[src/rtl/pattern_scan_ctrl.sv]
// Sequencer for the serial pattern detector: shifts a latched word into the
// detector MSB first and accumulates hit statistics from its Moore output.
module pattern_scan_ctrl #(
    parameter int WIDTH = 16,
    parameter int CNT_W = 5,
    parameter int POS_W = 4
) (
    input  logic             clock,
    input  logic             reset,
    input  logic             start,
    input  logic [WIDTH-1:0] word,
    input  logic             det_outp,
    output logic             det_inp,
    output logic             det_step,
    output logic             det_clr_n,
    output logic             busy,
    output logic             done,
    output logic             hit_any,
    output logic [CNT_W-1:0] hit_count,
    output logic [POS_W-1:0] first_hit
);

    typedef enum logic [2:0] {
        IDLE,
        CLEAR,
        SHIFT,
        DRAIN,
        DONE
    } state_t;

    localparam logic [POS_W-1:0] LAST = POS_W'(WIDTH - 1);

    state_t           state;
    state_t           state_nx;
    logic [WIDTH-1:0] sr;
    logic [POS_W-1:0] k;
    logic             smp;
    logic [POS_W-1:0] smp_idx;

    // Detector output lags one step, so each sample belongs to bit k-1.
    always_comb begin
        state_nx = state;
        smp      = 1'b0;
        smp_idx  = k - POS_W'(1);
        unique case (state)
            IDLE: begin
                if (start) state_nx = CLEAR;
            end
            CLEAR: state_nx = SHIFT;
            SHIFT: begin
                smp = (k != '0);
                if (k == LAST) state_nx = DRAIN;
            end
            DRAIN: begin
                smp      = 1'b1;
                smp_idx  = LAST;
                state_nx = DONE;
            end
            DONE: state_nx = IDLE;
            default: state_nx = IDLE;
        endcase
    end

    always_ff @(posedge clock) begin
        if (!reset) begin
            state     <= IDLE;
            sr        <= '0;
            k         <= '0;
            hit_count <= '0;
            first_hit <= '0;
            hit_any   <= 1'b0;
        end else begin
            state <= state_nx;
            if (state == IDLE && start) begin
                sr        <= word;
                k         <= '0;
                hit_count <= '0;
                first_hit <= '0;
                hit_any   <= 1'b0;
            end
            if (state == SHIFT) begin
                sr <= sr << 1;
                k  <= k + POS_W'(1);
            end
            if (smp && det_outp) begin
                if (hit_count != '1) hit_count <= hit_count + CNT_W'(1);
                if (!hit_any) begin
                    first_hit <= smp_idx;
                    hit_any   <= 1'b1;
                end
            end
        end
    end

    assign det_step  = (state == SHIFT);
    assign det_inp   = (state == SHIFT) && sr[WIDTH-1];
    assign det_clr_n = reset && (state != CLEAR);
    assign busy      = (state == CLEAR) || (state == SHIFT) ||
                       (state == DRAIN);
    assign done      = (state == DONE);

endmodule

[config.mk]
export PLATFORM = sky130hd
export DESIGN_NAME = pattern_scan_ctrl
export DESIGN_NICKNAME = d
export VERILOG_FILES = /design/src/rtl/pattern_scan_ctrl.sv
export SDC_FILE = /design/constraint.sdc
export NUM_CORES = 1
export LEC_CHECK = 0
export CAP_MARGIN = 20
export CORE_UTILIZATION = 50
export DETAILED_ROUTE_END_ITERATION = 12
export PLACE_DENSITY = 0.81
export SETUP_SLACK_MARGIN = 0.15
export SLEW_MARGIN = 20
export SYNTH_ARGS = -nofsm -noshare
export SYNTH_HDL_FRONTEND = slang
export SYNTH_SLANG_ARGS = --single-unit
export TNS_END_PERCENT = 30
[constraint.sdc]
create_clock -name clock -period 4.1 [get_ports clock]
set_input_delay 0.82 -clock clock [delete_from_list [all_inputs] [get_ports clock]]
set_output_delay 0.82 -clock clock [all_outputs]
set_load 0.01 [all_outputs]
Yosys cells after proc, flatten, opt, wreduce, memory -nomap -nowiden:

Index checks and enable logic that the tools add are counted.
W data, S select, Z words.

* add/subtract/negate cells: 3
* $mul: 0
* divide/modulo/power cells: 0
* order comparisons: 0
* equal/unequal tests: 9
* shift operators: 0
* multiplexer cells: 18
* bitwise gates (word level): 1
* reductions and logical operators: 11

Operator list (number)
* $mux W16: 2
* $mux W4: 6
* $mux W5: 3
* $pmux W3 S4: 1
* $eq A3 B2 Y1 const B: 2
* $mux W3: 2
* $add A5 B1 Y5 const B: 1
* $ne A5 B5 Y1 const B: 1
* $add A4 B1 Y4 const B: 1
* $eq A4 B4 Y1 const B: 1
* $logic_and A1 B1 Y1: 4
* $reduce_bool A4 Y1: 1
* $sub A4 B1 Y4 const B: 1
* $eq A3 B1 Y1 const B: 1
* $eq A3 B3 Y1 const B: 1
* $logic_not A3 Y1: 1
* $mux W1: 3
* $ne A3 B1 Y1 const B: 1
* $logic_or A1 B1 Y1: 2
* $ne A2 B1 Y1 const B: 1
* $ne A2 B2 Y1 const B: 1
* $pmux W1 S2: 1
* $reduce_and A2 Y1: 1
* $reduce_bool A2 Y1: 1
* other kinds (2): 2

* register bits after elaboration: 33
* latch bits: 0
* bits in writable memories: 0
* bits in read-only memories: 0
* bits of input ports: 20
* output and inout port bits: 15
* memories kept: 0

Logic depth before layout (Yosys ltp):

Gate-level depths: netlist of the first run.

* depth after elaboration: 5
* gate-level depth with buffers: 7

Least setup slack after synthesis of the first run:

OpenSTA, ideal clock, no wires.

* path type: register to output
* start point: register state[0]
* end point: output det_inp
* data arrival time: 1.362 ns
* data required time: 3.280 ns
* path slack: 1.918 ns
* cell stages (with the launch flop): 7
* path through: dfxtp_1 -> buf_6 -> or3b_1 -> buf_2 -> inv_2 -> buf_4 -> and2_1

* cells in the longest elaborated chain, start to end: 2

RTL lines
* from (decl): RTL line 33 `state_t state;`
* from (signal assigned): RTL line 73 `state <= state_nx;`
* $eq A3 B2 Y1
* via det_step: RTL line 14 `output logic det_step,`
* $logic_and A1 B1 Y1: RTL line 96 `assign det_inp = (state == SHIFT) && sr[WIDTH-1];`
* to (decl): RTL line 13 `output logic det_inp,`

The timed path passes the listed nets, and every way through them passes these cells.

Worst setup path after layout of the first run:

* start point: register state[1]
* end point: output det_inp

* cells in the longest elaborated chain, start to end: 2

RTL lines (RTL line)
* $eq A3 B2 Y1: 96
* $logic_and A1 B1 Y1: 96

Every way passes these cells.

==> reports/summary.txt, run 1 <==
Die X: 58.6 um
Sequential fraction of the synthesis area: 41.2%
Worst-Skew Late Latency: 350 ps
Hold Crit Depth: 2
Clock Skew: 12.8 ps
Crit path DAT: 2760 ps
Post-route minimum period: 3580 ps
Fillers: 276
Initial core utilization: 52.5%
Fmax: 0.279 GHz
Maximum VDD drop: 0.000206 V
Startpoint Class: flip-flop
Mapped Nets: 199
CTS Buffer Depth: 2
Final Cycle Share: 87.3%
RePlAce Congestion: 0.785
Status: complete, no violations
CTS tree: built
Clk sink count: 33
H-tree levels: 2
Root Driver: clkbuf_4
Yosys cell types: 40
Synth Area per Inst: 9.16 um2
Synth area leaders: dfxtp_1 (41%), a22oi_1 (9.4%), a21oi_1 (6.6%), nand3_1 (6.6%), a311oi_1 (3.3%)
Post-route DRC: 0
Slew Limit Fails: 0
Vias per inst: 5.95
Final Hold Fails: 0
Initial antenna violation count: 0
ANT nets after route: 0
Via count: 1458
Leading cell type in the layout, fill and taps excluded: clkdlybuf4s50_1
Top-area cell type share of the netlist area: 41.2%
Kind of critical path: flip-flop to output pin
Setup Fix Bufs, Post-CTS: 0
Crit Path Max Fanout: 24
Actual slew at the worst max-slew pin: 923 ps
Hold-fix buffers, CTS: 0
CP required: 3280 ps
Global-route wire length before repair: 5.76 mm
Max-cap violations: 0
Setup TNS: 0 ps
Cell Area, Synth: 0.00160 mm2
Commonest cells after routing, fill and taps aside: clkdlybuf4s50_1 (34), dfxtp_1 (33), a21oi_1 (21), nand3_1 (21), a22oi_1 (20)
Leading area contributor after synthesis: dfxtp_1
Port Buffers: 34
Reg clk slew, reported paths: 100 ps
Rows: 20
Cell Pwr Density: 339 mW/mm2
Synth Instances: 175
Endpoints failing setup: 0
RSZ-0062 raised after global routing: no
Avg WL per Cell: 14.2 um
DIE AREA: 0.00344 mm2
DRT iter0 DRCs: 71
Overflow after GRT: 0
Antenna diode count: 0
Routed WL: 3.47 mm
Static Leakage: 0.667 nW
# IOs: 35
Ratio of cells with drive above 1 in the final layout: 5.97%
Die height: 58.6 um
Pin count of the biggest net entering global routing: 31
Post_cts resized: 0
Slew margin rel.: 37.6%
Class of the worst hold path: flip-flop to flip-flop
Placeable core region: 0.00305 mm2
Yosys warnings: 0
Router iterations before antenna repair: 4
Nets: 225
Dpl hpwl: 2.35 mm
#FFs+latches synth: 33
Util after Layout: 64.0%
R2r setup slk: 1850 ps
CTS buffer count: 5
R2R cell count: 4
Number of global-route vias before repair: 1279
CP endpoint kind: output pin
Tot GR Track Use: 22.4%
Area Growth Syn to Fin: 21.9%
## worst paths after layout
check / start / to
max: state[1] / det_inp
min: sr[15] / sr[15]
max reg2reg: state[1] / k[3]
min reg2reg: sr[15] / sr[15]
## cell usage after synthesis
master	count
dfxtp_1	33
a21oi_1	21
nand3_1	21
a22oi_1	20
a311oi_1	6
nand2_1	6
nor2_1	6
buf_2	4
buf_6	4
ha_1	4
buf_4	3
clkbuf_1	3
inv_1	3
nor2b_1	3
nor3_1	3
o211ai_1	3
o21ai_0	3
xnor2_1	3
a41oi_1	2
and2_1	2
nand2b_1	2
or4_1	2
a31oi_1	1
and2_4	1
and3_1	1
and4bb_4	1
buf_1	1
clkbuf_2	1
inv_2	1
mux2i_1	1
nand3b_1	1
nand4_1	1
nand4bb_1	1
nor4b_1	1
nor4b_4	1
nor4bb_1	1
o2111ai_1	1
or3b_1	1
or4b_1	1
or4b_4	1
## final cells by class
cell class	instances	area (um2)	share of cell area, %
well taps	44	55.1	2.82
repair buffers	35	348	17.8
multi-input cells	122	820	42.0
inverters	4	15.0	0.769
flip-flops and latches	33	661	33.8
clock buffers	7	55.1	2.82
## power breakdown
part / internal, mW / switching [mW] / total, mW / leakage (nW)
logic: 0.0555 / 0.0647 / 0.120 / 0.366
registers: 0.338 / 0.0153 / 0.353 / 0.269
clock network: 0.0808 / 0.109 / 0.190 / 0.0314
## routing by layer
metal / part of all wire [%] / vias to the layer above / global-route usage, % / wire length (um)
met5: 0 / - / 0 / 0
met4: 2.6 / 0 / 13.9 / 89
met3: 5.6 / 10 / 5.27 / 194
met2: 50 / 45 / 35.8 / 1730
met1: 42 / 695 / 27.2 / 1460
li1: - / 708 / - / -
## worst max-delay path, stage by stage (launching register included)
cell and delay [ps]:
dfxtp_1 590, or3b_1 690, inv_2 420, and2_1 190, clkdlybuf4s50_1 530
## registers in the layout, summed over array words and instances, names as in the netlist
name       cells
sr            16
hit_count      5
first_hit      4
k              4
state          3
hit_any        1
## logic make-up (layout without fill, tap and decap cells)
family                     after synthesis  count (layout)  share of synthesized area, %
adders and majority gates                4               4                          3.12
xor gates and xnor gates                 3               3                          1.64
AOI/OAI and AO/OA                       57              57                          23.6
DFF                                     33              33                          41.2
muxes                                    1               1                         0.625
and+or+nand+nor                         57              57                          22.2
buffers and inverters                   20              46                          7.65
## metrics by stage
stage          cell area, um2  hold WS [ps]  std cells  power, mW  setup slack (ps)
6_report                 1950           471        245      0.663               519
5_1_grt                  1950           500        245      0.694               362
4_1_cts                  1950           474        245      0.665               527
3_5_place_dp             1900           461        238      0.480               921
3_3_place_gp             1900           456        238      0.475               968
2_1_floorplan            1600           443        175      0.446              1920
Power figures use the tool's default switching activity.
==> inputs of run 2 (changes only) <==
- CORE_UTILIZATION: 50 -> 53
- PLACE_DENSITY: 0.81 -> 0.85
- REMOVE_ABC_BUFFERS: default -> 1
==> run 2 against run 1 <==
Net effect: critical endpoint unchanged; fmax decreased by 0.59%; largest power group unchanged; total power is 1.5% lower; sequential power hardly changed; clock skew fell by 4.7 ps; global-route usage is 1.7 points higher; sequential cell count stayed put; via count down 2.2%; clock power decreased by 6%; cell count down 4.9%; the flow now finishes with violations (design-rule violations); clock-buffer cell count down 1; critical path type unchanged.
==> reports/summary.txt, run 2 (synthesis results as in run 1) <==
Post-route DRC: 6
Initial antenna violation count: 0
Antenna diode count: 0
Post_cts resized: 0
Reg2reg start: state[1]
H-tree levels: 2
Root Driver: clkbuf_4
Dpl cells: 225
CTS Buffer Depth: 2
Final Cycle Share: 87.9%
Util after Layout: 68.9%
Clk sink count: 33
Max FFs per register: 16
Dpl hpwl: 2.36 mm
RSZ-0062 raised after global routing: no
Placeable core region: 0.00281 mm2
CTS tree: built
Crit Path Max Fanout: 24
Final Hold Fails: 0
# IOs: 35
Ratio of cells with drive above 1 in the final layout: 6.44%
Slew margin rel.: 36.8%
ANT nets after route: 0
Initial core utilization: 57.1%
Hold_sp: sr[15]
Pin count of the biggest net entering global routing: 31
Final std cells w/o fill: 233
Slew Limit Fails: 0
Cell Pwr Density: 338 mW/mm2
Failing checks: design-rule violations
Endpoints failing setup: 0
Kind of critical path: flip-flop to output pin
Status: complete, but fails checks
Tot GR Track Use: 24.1%
Routed WL: 3.63 mm
Nets: 225
Post-route setup slack: 498 ps
Reg clk slew, reported paths: 100 ps
Port Buffers: 34
Clock Skew: 8.09 ps
Class of the worst hold path: flip-flop to flip-flop
Hold-fix buffers, CTS: 0
Hold slack final: 472 ps
Crit. Startpoint: state[1]
Top flop regs: sr x16, hit_count x5
Setup Fix Bufs, Post-CTS: 0
DIE AREA: 0.00325 mm2
Router iterations before antenna repair: 8
Post-DP Area: 0.00188 mm2
Commonest cells after routing, fill and taps aside: clkdlybuf4s50_1 (34), dfxtp_1 (33), a21oi_1 (21), nand3_1 (21), a22oi_1 (20)
Post-route cell area: 0.00193 mm2
Overflow after GRT: 0
DRT iter0 DRCs: 59
Leading cell type in the layout, fill and taps excluded: clkdlybuf4s50_1
CTS buffer count: 5
Setup WS pre-CTS: 904 ps
Global-route wire length before repair: 5.94 mm
Startpoint Class: flip-flop
Worst-Skew Late Latency: 350 ps
Fillers: 255
Largest register by flop count: sr
Setup TNS: 0 ps
Number of global-route vias before repair: 1322
Post-route minimum period: 3600 ps
Rows: 19
R2r setup slk: 1890 ps
RePlAce Congestion: 0.809
Actual slew at the worst max-slew pin: 934 ps
Die height: 57.0 um
Static Leakage: 0.667 nW
CP required: 3280 ps
Via count: 1426
Fmax: 0.278 GHz
Design Power: 653 uW
Avg WL per Cell: 15.6 um
Die X: 57.0 um
CP endpoint kind: output pin
Area Growth Syn to Fin: 20.6%
Crit path DAT: 2780 ps
Maximum VDD drop: 0.000219 V
Max-cap violations: 0
Vias per inst: 6.12
## run 2: changes by cell type in the layout (fill, tap and decap cells not counted), sizes merged
cell,change
clkinv,+2
clkbuf,-1
## run 2: final timing paths
| path | end | cells after the start |
|---|---|---|
| setup / recovery | det_inp | 4 |
| setup reg to reg | k[3] | 4 |
| hold reg to reg | sr[15] | 2 |
| hold / removal | sr[15] | 2 |
## run 2: worst max-delay path, stage by stage (launching register included)
cell	delay [ps]
dfxtp_1	600
or3b_1	690
inv_2	430
and2_1	190
clkdlybuf4s50_1	530
## run 2: layout make-up
| class | instances | area [um2] | share of cell area (%) |
|---|---|---|---|
| multi-input combinational | 122 | 820 | 42.4 |
| clock buffer | 6 | 41.3 | 2.14 |
| clock inverter | 2 | 10.0 | 0.518 |
| sequential | 33 | 661 | 34.2 |
| timing repair buffer | 35 | 348 | 18.0 |
| inverter | 4 | 15.0 | 0.777 |
| tap | 31 | 38.8 | 2.01 |
## run 2: where the power goes
part | switching (mW) | internal [mW] | leakage [nW]
clock network | 0.113 | 0.0652 | 0.0320
logic | 0.0665 | 0.0555 | 0.366
registers | 0.0151 | 0.338 | 0.269
## run 2: routing by layer
metal | wire length, um | GRT usage, %
met1 | 1560 | 28.4
met2 | 1770 | 39.5
met3 | 217 | 8.39
met4 | 82 | 11.1
met5 | 0 | 0
==> inputs of run 3 (changes only) <==
- ABC_AREA: default -> 1
- CORE_UTILIZATION: 53 -> 54
- CTS_CLUSTER_DIAMETER: default -> 150
==> run 3 against run 2 <==
Net effect: the run now ends clean; wire length is 8.5% lower; register-to-register slack better by 440 ps; clock skew is 0.65 ps higher; synthesized area is 7.2% higher.
==> reports/summary.txt, run 3 <==
Status: complete, no violations
Routed WL: 3.32 mm
Post-route cell area: 0.00212 mm2
Vias per inst: 4.72
#FFs+latches synth: 33
Rows: 20
Die X: 58.4 um
Root Driver: clkbuf_4
Leading cell type in the layout, fill and taps excluded: nand2_1
Ratio of cells with drive above 1 in the final layout: 6.02%
Post-route minimum period: 2960 ps
Reg area: 661 um2
Max-cap violations: 0
Dominant synthesized flop cell: dfxtp_1
Yosys warnings: 0
Final Cycle Share: 72.2%
Top flop regs: sr x16, hit_count x5
H-tree levels: 2
Slew Limit Fails: 0
Util after Layout: 70.2%
Placeable core region: 0.00303 mm2
Antenna diode count: 0
Endpoints failing setup: 0
Setup TNS: 0 ps
Async set-reset flop share out of synthesis: 0%
Nets: 323
Synth top cells by count: nand2_1 (99), inv_1 (38), dfxtp_1 (33)
Synth Area per Inst: 6.48 um2
Max FFs per register: 16
Initial antenna violation count: 0
Setup Fix Bufs, Post-CTS: 0
Maximum VDD drop: 0.000275 V
Cell Pwr Density: 321 mW/mm2
Leading area contributor after synthesis: dfxtp_1
Tot GR Track Use: 22.8%
CTS tree: built
Die height: 58.4 um
Startpoint Class: flip-flop
DIE AREA: 0.00341 mm2
Number of global-route vias before repair: 1485
Via count: 1620
Dpl hpwl: 2.28 mm
Area Growth Syn to Fin: 23.7%
Count leader, synth: nand2_1
Synth Instances: 265
Synth area leaders: dfxtp_1 (38%), nand2_1 (22%), inv_1 (8.3%), nand3_1 (6.4%), nor2_1 (5.7%)
Crit path DAT: 2140 ps
Reg clk slew, reported paths: 100 ps
Clk sink count: 33
CTS buffer count: 5
Final Hold Fails: 0
Global-route wire length before repair: 5.93 mm
Worst-Skew Late Latency: 340 ps
Static Leakage: 1.05 nW
Hold-fix buffers, CTS: 0
Router iterations before antenna repair: 5
Avg WL per Cell: 9.67 um
DRT iter0 DRCs: 66
Commonest cells after routing, fill and taps aside: nand2_1 (99), inv_1 (38), clkdlybuf4s50_1 (34)
Largest register by flop count: sr
Overflow after GRT: 0
Area of the multi-input gates: 856 um2
R2R cell count: 8
Actual slew at the worst max-slew pin: 640 ps
Post_cts resized: 0
Fillers: 261
CP required: 3280 ps
# IOs: 35
Port Buffers: 34
Kind of critical path: flip-flop to output pin
Sequential fraction of the synthesis area: 38.5%
RSZ-0062 raised after global routing: no
Crit Path Max Fanout: 22
Post-route DRC: 0
RePlAce Congestion: 0.771
CTS Buffer Depth: 2
Slew margin rel.: 57.2%
Hold Crit Depth: 2
Yosys cell types: 23
Class of the worst hold path: flip-flop to flip-flop
Fmax: 0.338 GHz
Cell Area, Synth: 0.00172 mm2
Pin count of the biggest net entering global routing: 30
Top-area cell type share of the netlist area: 38.5%
ANT nets after route: 0
Clock Skew: 8.74 ps
CP endpoint kind: output pin
Initial core utilization: 56.7%
Post-DP Area: 0.00207 mm2
Post-synth EDFFs: 0
-- run 3: cell types whose count changed after synthesis, moves of 6 or more --
cell      change
o21ai_0       +6
a311oi_1      -6
a22oi_1      -20
a21oi_1      -14
nor2_1       +20
nand2_1      +93
inv_1        +35
-- run 3: per-stage QoR --
stage | total power [mW] | cells | hold WS [ps] | setup slack, ps
2_1_floorplan | 0.448 | 257 | 428 | 2160
3_3_place_gp | 0.501 | 336 | 442 | 1280
3_5_place_dp | 0.506 | 336 | 451 | 1290
4_1_cts | 0.691 | 343 | 465 | 1160
5_1_grt | 0.722 | 343 | 506 | 1020
6_report | 0.683 | 343 | 466 | 1140
-- run 3: worst paths after layout --
path | start | to | slack [ps]
setup / recovery | state[1] | det_inp | 1140
hold reg to reg | sr[0] | sr[0] | 470
setup reg to reg | state[2] | sr[1] | 2330
hold / removal | sr[0] | sr[0] | 470
-- run 3: logic make-up after synthesis --
logic type                 after synthesis  share of synthesized area [%]
AOI/OAI and AO/OA                       19                           6.12
adders and majority gates                4                           2.91
buffers and inverters                   48                           11.7
DFF                                     33                           38.5
and+or+nand+nor                        161                           40.8
-- run 3: cell type report --
type	instances	area share, %
clock buffers	7	2.59
inverters	40	7.07
multi-input cells	184	40.3
flip-flops and latches	33	31.1
well taps	44	2.59
repair buffers	35	16.4
-- run 3: critical path, cell delays in order (launching register included) --
cell and delay [ps]:
dfxtp_1 420, nand2_2 90, nor2_4 500, inv_2 140, nor2_1 110, clkdlybuf4s50_1 530
-- run 3: metal layers --
layer	GRT usage, %	wire length, um	vias to the layer above
met4	12.2	34	0
li1	-	-	880
met2	39.2	1610	43
met1	26.0	1520	693
met5	0	0	-
met3	5.71	152	4
-- run 3: power by group --
part / switching, mW / internal (mW) / total, mW
Sequential: 0.0125 / 0.341 / 0.354
Clock: 0.104 / 0.0809 / 0.185
Combinational: 0.0834 / 0.0612 / 0.145
